File: src/rtl/clk_gate_pkg.sv
// Shared constants for the clock-enable sequencer: state encoding and
// default wake/drain timing, reused by the RTL and the bench.
package clk_gate_pkg;

    localparam logic [1:0] ST_OFF   = 2'd0;
    localparam logic [1:0] ST_WAKE  = 2'd1;
    localparam logic [1:0] ST_ON    = 2'd2;
    localparam logic [1:0] ST_DRAIN = 2'd3;

    localparam int WAKE_CYCLES_DEF  = 4;
    localparam int DRAIN_CYCLES_DEF = 8;
    localparam int CNT_W_DEF        = 8;
    localparam int EVT_W_DEF        = 16;

endpackage

File: src/rtl/sat_counter.sv
// Saturating up-counter: increments on inc, holds at all-ones.
module sat_counter #(
    parameter int W = 16
) (
    input  logic         clk,
    input  logic         rst_n,
    input  logic         srst,
    input  logic         inc,
    output logic [W-1:0] cnt
);

    logic [W-1:0] cnt_r;

    // Count events, stopping at all-ones so the value never wraps.
    always_ff @(posedge clk or negedge rst_n) begin
        if (!rst_n) begin
            cnt_r <= {W{1'b0}};
        end else if (srst) begin
            cnt_r <= {W{1'b0}};
        end else if (inc && !(&cnt_r)) begin
            cnt_r <= cnt_r + {{(W-1){1'b0}}, 1'b1};
        end else begin
            cnt_r <= cnt_r;
        end
    end

    assign cnt = cnt_r;

endmodule

File: src/rtl/clk_gate_ctrl.sv
// Registered clock-enable sequencer for a gated-clock cell CE input.
// OFF -> WAKE (settle) -> ON (ack) -> DRAIN (wait for not-busy) -> OFF.
module clk_gate_ctrl
    import clk_gate_pkg::*;
#(
    parameter int WAKE_CYCLES  = WAKE_CYCLES_DEF,
    parameter int DRAIN_CYCLES = DRAIN_CYCLES_DEF,
    parameter int CNT_W        = CNT_W_DEF,
    parameter int EVT_W        = EVT_W_DEF
) (
    input  logic             clkin,
    input  logic             rst_n,
    input  logic             req,
    input  logic             force_on,
    input  logic             busy,
    output logic             clken,
    output logic             ack,
    output logic [1:0]       state_o,
    output logic [EVT_W-1:0] gate_evt
);

    localparam logic [CNT_W-1:0] WAKE_LOAD  = CNT_W'(WAKE_CYCLES - 1);
    localparam logic [CNT_W-1:0] DRAIN_LOAD = CNT_W'(DRAIN_CYCLES - 1);
    localparam logic [CNT_W-1:0] CNT_ZERO   = {CNT_W{1'b0}};
    localparam logic [CNT_W-1:0] CNT_ONE    = {{(CNT_W-1){1'b0}}, 1'b1};

    logic             want_s;
    logic [1:0]       state_r;
    logic [1:0]       state_nxt_s;
    logic [CNT_W-1:0] cnt_r;
    logic [CNT_W-1:0] cnt_nxt_s;
    logic             clken_r;
    logic             ack_r;
    logic             evt_inc_s;

    assign want_s = req | force_on;

    // Next-state and down-counter decode; drain re-request wins over expiry.
    always_comb begin
        state_nxt_s = state_r;
        cnt_nxt_s   = cnt_r;
        evt_inc_s   = 1'b0;
        case (state_r)
            ST_OFF: begin
                if (want_s) begin
                    state_nxt_s = ST_WAKE;
                    cnt_nxt_s   = WAKE_LOAD;
                end else begin
                    state_nxt_s = ST_OFF;
                end
            end
            ST_WAKE: begin
                // Not abortable: always proceeds to ON once settled.
                if (cnt_r == CNT_ZERO) begin
                    state_nxt_s = ST_ON;
                end else begin
                    cnt_nxt_s = cnt_r - CNT_ONE;
                end
            end
            ST_ON: begin
                if (!want_s) begin
                    state_nxt_s = ST_DRAIN;
                    cnt_nxt_s   = DRAIN_LOAD;
                end else begin
                    state_nxt_s = ST_ON;
                end
            end
            ST_DRAIN: begin
                if (want_s) begin
                    // Clock never stopped, so no settle period is needed.
                    state_nxt_s = ST_ON;
                end else if (busy) begin
                    cnt_nxt_s = DRAIN_LOAD;
                end else if (cnt_r != CNT_ZERO) begin
                    cnt_nxt_s = cnt_r - CNT_ONE;
                end else begin
                    state_nxt_s = ST_OFF;
                    evt_inc_s   = 1'b1;
                end
            end
            default: begin
                state_nxt_s = ST_OFF;
                cnt_nxt_s   = CNT_ZERO;
            end
        endcase
    end

    // State, counter and outputs are all flops so clken cannot glitch.
    always_ff @(posedge clkin or negedge rst_n) begin
        if (!rst_n) begin
            state_r <= ST_OFF;
            cnt_r   <= CNT_ZERO;
            clken_r <= 1'b0;
            ack_r   <= 1'b0;
        end else begin
            state_r <= state_nxt_s;
            cnt_r   <= cnt_nxt_s;
            clken_r <= (state_nxt_s != ST_OFF);
            ack_r   <= (state_nxt_s == ST_ON);
        end
    end

    sat_counter #(
        .W (EVT_W)
    ) u_evt_cnt (
        .clk   (clkin),
        .rst_n (rst_n),
        .srst  (1'b0),
        .inc   (evt_inc_s),
        .cnt   (gate_evt)
    );

    assign clken   = clken_r;
    assign ack     = ack_r;
    assign state_o = state_r;

endmodule

File: config.mk
export PLATFORM = sky130hd
export DESIGN_NAME = clk_gate_ctrl
export DESIGN_NICKNAME = d
export VERILOG_FILES = /design/src/rtl/clk_gate_pkg.sv /design/src/rtl/sat_counter.sv /design/src/rtl/clk_gate_ctrl.sv
export SDC_FILE = /design/constraint.sdc
export NUM_CORES = 1
export LEC_CHECK = 0
export CAP_MARGIN = 20
export CORE_ASPECT_RATIO = 0.5
export CORE_MARGIN = 2
export CORE_UTILIZATION = 51
export DETAILED_ROUTE_END_ITERATION = 7
export PLACE_DENSITY = 0.78
export RECOVER_POWER = 50
export SYNTH_ARGS = -nofsm -noshare
export SYNTH_HDL_FRONTEND = slang
export SYNTH_SLANG_ARGS = --single-unit
File: constraint.sdc
create_clock -name clkin -period 2.54 [get_ports clkin]
set_input_delay 0.508 -clock clkin [delete_from_list [all_inputs] [get_ports clkin]]
set_output_delay 0.508 -clock clkin [all_outputs]
set_load 0.05 [all_outputs]
# Word-level counts from Yosys, hierarchy flattened

Cells that the tools add are included.

Add/sub/neg operators: 2
Bitwise gates (word level): 1
Mux-type cells: 18
Magnitude comparators: 0
Divide/modulo/power cells: 0
Equality and inequality tests: 9
Shift operators: 0
Multiply operators: 0
Reductions and logical operators: 8

Operators by type and width:

| operator                | count |
|---|---|
| $mux W8                 | 6 |
| $pmux W8 S4             | 1 |
| $add A16 B1 Y16 const B | 1 |
| $reduce_and A16 Y1      | 1 |
| $logic_not A8 Y1        | 1 |
| $mux W2                 | 4 |
| $ne A2 B2 Y1 const B    | 4 |
| $pmux W2 S4             | 1 |
| $reduce_bool A8 Y1      | 1 |
| $sub A8 B1 Y8 const B   | 1 |
| $eq A2 B2 Y1 const B    | 3 |
| $mux W1                 | 6 |
| $reduce_and A5 Y1       | 1 |
| $ne A3 B3 Y1 const B    | 1 |
| $eq A2 B1 Y1 const B    | 1 |
| $logic_not A2 Y1        | 1 |
| $reduce_bool A2 Y1      | 1 |
| $logic_and A1 B1 Y1     | 1 |
| $logic_not A1 Y1        | 1 |
| $or A1 B1 Y1            | 1 |

Register bits after elaboration: 28
Logic and storage cells: 43
Latch bits: 0
Memories kept: 0
Input bits: 5
ROM bits: 0
Output and inout port bits: 20
RAM bits: 0

# Depth between registers and ports, before layout

Word-level depth: 6
Gate-level depth with buffers: 8
Mapped depth without buffers: 7

# Hierarchy

Synthesis repeated with hierarchy kept, for this count alone.

Cell total of the unflattened synthesis: 173
Area total of the unflattened synthesis: 1,624.1 µm²

Modules (own cells, without submodules):

| module        | area each (µm²) | sequential area each (µm²) | cells each | instances |
|---|---|---|---|---|
| sat_counter   | 919.6           | 400.4                      | 95         | 1 |
| clk_gate_ctrl | 704.4           | 300.3                      | 78         | 1 |

# Worst setup path after synthesis

OpenSTA, ideal clock, no wires.

Path kind: register -> register
Start: register state_r[1] (netlist: state_o[1])
End: register u_evt_cnt.cnt_r[3] (netlist: u_evt_cnt.cnt[3])
Setup time: 0.142 ns
Arrival time: 2.264 ns
Required time: 2.398 ns
Period minus slack after synthesis: 2.406 ns
Path buffers: 2
Setup slack: 0.134 ns
Stages on the path, launching flop included: 8
Cells stage by stage: dfrtp_1 -> buf_2 -> nor4b_1 -> or4b_4 -> a31oi_4 -> buf_6 -> nand4_1 -> xnor2_1

Word-level cells in the longest chain between the ends: 3

Ends and longest elaborated chain:

| what                   | RTL line            | text |
|---|---|---|
| start, declared        | clk_gate_ctrl.sv:28 | `logic [1:0] state_r;` |
| start signal, assigned | clk_gate_ctrl.sv:96 | `state_r <= state_nxt_s;` |
| $eq A2 B2 Y1           | clk_gate_ctrl.sv:43 | `case (state_r)` |
| $mux W1                | clk_gate_ctrl.sv:43 |  |
| $logic_and A1 B1 Y1    | sat_counter.sv:20   | `end else if (inc && !(&cnt_r)) begin` |
| end signal, assigned   | sat_counter.sv:19   | `cnt_r <= {W{1'b0}};` |
| end signal, assigned   | sat_counter.sv:21   | `cnt_r <= cnt_r + {{(W-1){1'b0}}, 1'b1};` |
| end signal, assigned   | sat_counter.sv:23   | `cnt_r <= cnt_r;` |
| end, declared          | sat_counter.sv:12   | `logic [W-1:0] cnt_r;` |

Every way passes these cells.
A chain may end at the register's enable or synchronous reset.

# Worst setup path in the final report

Start: input port busy
End: register u_evt_cnt.cnt_r[13] (netlist: u_evt_cnt.cnt[13])

Word-level cells in the longest chain between the ends: 4

Ends and longest elaborated chain:

| what                | RTL line            | text |
|---|---|---|
| start, declared     | clk_gate_ctrl.sv:15 | `input logic busy,` |
| $mux W1             | clk_gate_ctrl.sv:72 | `end else if (busy) begin` |
| $mux W1             | clk_gate_ctrl.sv:69 | `if (want_s) begin` |
| $mux W1             | clk_gate_ctrl.sv:43 |  |
| $logic_and A1 B1 Y1 | sat_counter.sv:20   |  |

Every way passes these cells.

==> reports/summary.txt <==
Status: completed
Critical path origin: busy
Reg clk slew, reported paths: 0.09 ns
Data arrival time of the critical path: 2.48 ns
Worst min-delay path class: flop to flop
Fillcell total: 199
WHS Endpoint: cnt_r[0]
CTS tree: built
Rel. slew slack: 1.70%
Commonest non-fill, non-tap cell in the layout: dfrtp_1
CP peak stage delay: 0.54 ns
Syn nets: 139
Io pins: 25
Starting DRC count in detailed routing: 51
Final Max Slew Viols: 0
Setup Fix Bufs, Post-CTS: 0
First-pass GRT wire length: 4.30 mm
Vias/cell: 5.46
Starting Density: 53.7%
Netlist cell types: 36
Num CTS Buffers: 3
Final Setup Violations: 0
Clk buf depth: 2
DRC: 0
Average cell area after synthesis: 10.6 µm²
Fmax: 432 MHz
Placeable Area: 2590 µm²
Cell Chain, Critical Path: clkdlybuf4s50_1 -> nor4b_1 -> or4b_4 -> a31oi_4 -> buf_4 -> nand4_1 -> xnor2_1
WP data required: 2.70 ns
Top FF cell, synth: dfrtp_1
Hold_buf cts: 0
Mapped cell area: 1390 µm²
Reg2reg end: u_evt_cnt.cnt[13]
1st-pass router iterations: 4
Hpwl dp: 1.92 mm
Leakage: 0.748 nW
DP Area: 1710 µm²
Post-CTS resize count: 0
PwrDens: 508 nW/µm²
Max VDD drop: 0.000358 V
Gpl congestion: 0.797
CP Max Fanout: 8
Largest family of logic cells by synthesized area: simple AND/OR/NAND/NOR gates
Setup CP Type: input port to flop
Syn Inst Count: 131
Post-synthesis compound-gate area fraction: 10.9%
Die W: 77.8 µm
Initial antenna violation count: 0
Vias in the first global route: 929
WHS Path Cells: 2
Number of synthesized flops with an enable pin: 0
Setup_tns: 0 ns
Clk_lat worst skew: 0.27 ns
FF+latch count, synth: 28
WL final: 2.64 mm
Antenna fix cells: 0
Sequential area share after synthesis: 50.5%
Worst slew pin tran: 1.47 ns
Vert. Die Dim: 40.9 µm
Clock root buffer: clkbuf_8
Crit-path leading delay family: simple AND/OR/NAND/NOR gates
Hold Crit Start: cnt_r[0]
# nets final: 173
Max Clock Skew: 0.00332 ns
Asr flop ratio synth: 100%
Clock tree sinks: 28
Synth Area in XOR/XNOR: 9.47%
RSZ-0062 raised after global routing: false
Wirelength per Cell: 13.1 µm
Row cnt: 13
GR Overflow Total: 0
Worst Reg2Reg Path Length in Cells: 6
Largest net degree at the start of global routing: 29
Htree depth: 1
Via count: 1097
CP Launch Type: input port
Worst r2r src: cnt_r[2]
Buf/Inv on CP: 2
Input/output buffers: 24
Post-layout instance area: 1760 µm²
GR Util All Layers: 18.0%
Yosys warning count: 0
Critical Path Sink Type: flop
Area grow syn2layout: 26.6%
CP max stage cell: or4b_4
Max Cap Viol: 0
Post-synthesis mux area share: 0.812%
Antenna Nets Post-Route: 0
Reg2Reg Setup Slack: 0.35 ns
Hold Vio Cnt, Final: 0
Share of layout cells above drive strength 1: 9.76%
Die area: 3180 µm²
Synth Area in Adders: 2.71%
Simple-Gate Fraction of Synth Area: 23.6%
Commonest non-fill, non-tap cells in the layout: dfrtp_1 (28), clkdlybuf4s50_1 (19), xnor2_1 (14)
Fin crit period: 2.31 ns
Final period utilization: 91.0%
cells in the mapped netlist, types with 2 or more instances:
cell	count	area, µm²
or2_2	2	12.5
nor4_1	2	12.5
inv_1	2	7.51
o21ai_0	2	10.0
a31oi_1	5	31.3
nor2_1	11	41.3
nor3_1	5	25.0
dfrtp_1	28	701
a21oi_1	3	15.0
or3_1	2	12.5
nand3_1	3	15.0
nand2_1	13	48.8
o31ai_1	2	15.0
ha_1	3	37.5
xnor2_1	14	123
and3_1	5	31.3
nand4_1	7	43.8
a211oi_1	2	15.0
and4_1	3	26.3
how the worst max path moves through the flow:
stage	end	slack, ns	cells past startpoint
final	u_evt_cnt.cnt[13]	0.23	7
after global routing	u_evt_cnt.cnt[11]	0.11	7
after CTS	u_evt_cnt.cnt[13]	0.24	7
after detailed placement	u_evt_cnt.cnt[15]	-0.05	7
after global placement	u_evt_cnt.cnt[13]	-0.05	7
after floorplan	u_evt_cnt.cnt[3]	0.13	7
flip-flops by register name, indices dropped and copies added, names as in the netlist:
register	count
u_evt_cnt.cnt	16
state_o	2
clken	1
ack	1
cnt_r	8
through the flow:
| stage | power [W] | std cells | setup slack [ns] | utilization (%) | hold slack, ns |
|---|---|---|---|---|---|
| global placement | 0.000632 | 197 | -0.0542 | 66.3 | 0.466 |
| global route | 0.000942 | 201 | 0.114 | 67.9 | 0.518 |
| floorplan | 0.000584 | 131 | 0.134 | - | 0.212 |
| CTS | 0.000908 | 201 | 0.242 | 68.4 | 0.492 |
| finish | 0.000892 | 201 | 0.227 | 67.9 | 0.491 |
| detailed placement | 0.000637 | 197 | -0.0549 | 66.3 | 0.473 |
power breakdown:
part	leakage, nW	internal [W]	total (W)	switching, W
sequential	0.363	0.000468	0.000493	0.0000247
combinational	0.355	0.0000497	0.000127	0.0000777
clock	0.0288	0.000139	0.000271	0.000133
cell type report:
| cell class | count | area, µm² | share of cell area [%] |
|---|---|---|---|
| multi-input combinational | 98 | 654 | 37.3 |
| tap | 37 | 46.3 | 2.64 |
| clock buffer | 4 | 55.1 | 3.13 |
| inverter | 2 | 7.51 | 0.427 |
| timing repair buffer | 32 | 293 | 16.7 |
| sequential | 28 | 701 | 39.9 |
per-layer routing:
metal	GRT usage, %	part of all wire [%]
met1	22.7	48
met2	32.3	48
met3	4.63	3.3
met4	5.36	1.0
met5	0	0
cells by family (layout without fill, tap and decap cells):
kind of cell / count (synthesis) / in the layout
adders and majority gates: 3 / 3
muxes: 1 / 1
buffers and inverters: 5 / 38
DFF: 28 / 28
AOI/OAI and AO/OA: 20 / 20
xor gates and xnor gates: 15 / 15
and+or+nand+nor: 59 / 59
worst reg2reg max path: cells and delay by family (launching register included):
| kind | cells | cell delay (ns) |
|---|---|---|
| compound gates | 1 | 0.18 |
| xor+xnor | 1 | 0.15 |
| flops | 1 | 0.44 |
| simple gates | 3 | 1.12 |
| buf+inv | 1 | 0.18 |
Power figures use the tool's default switching activity.
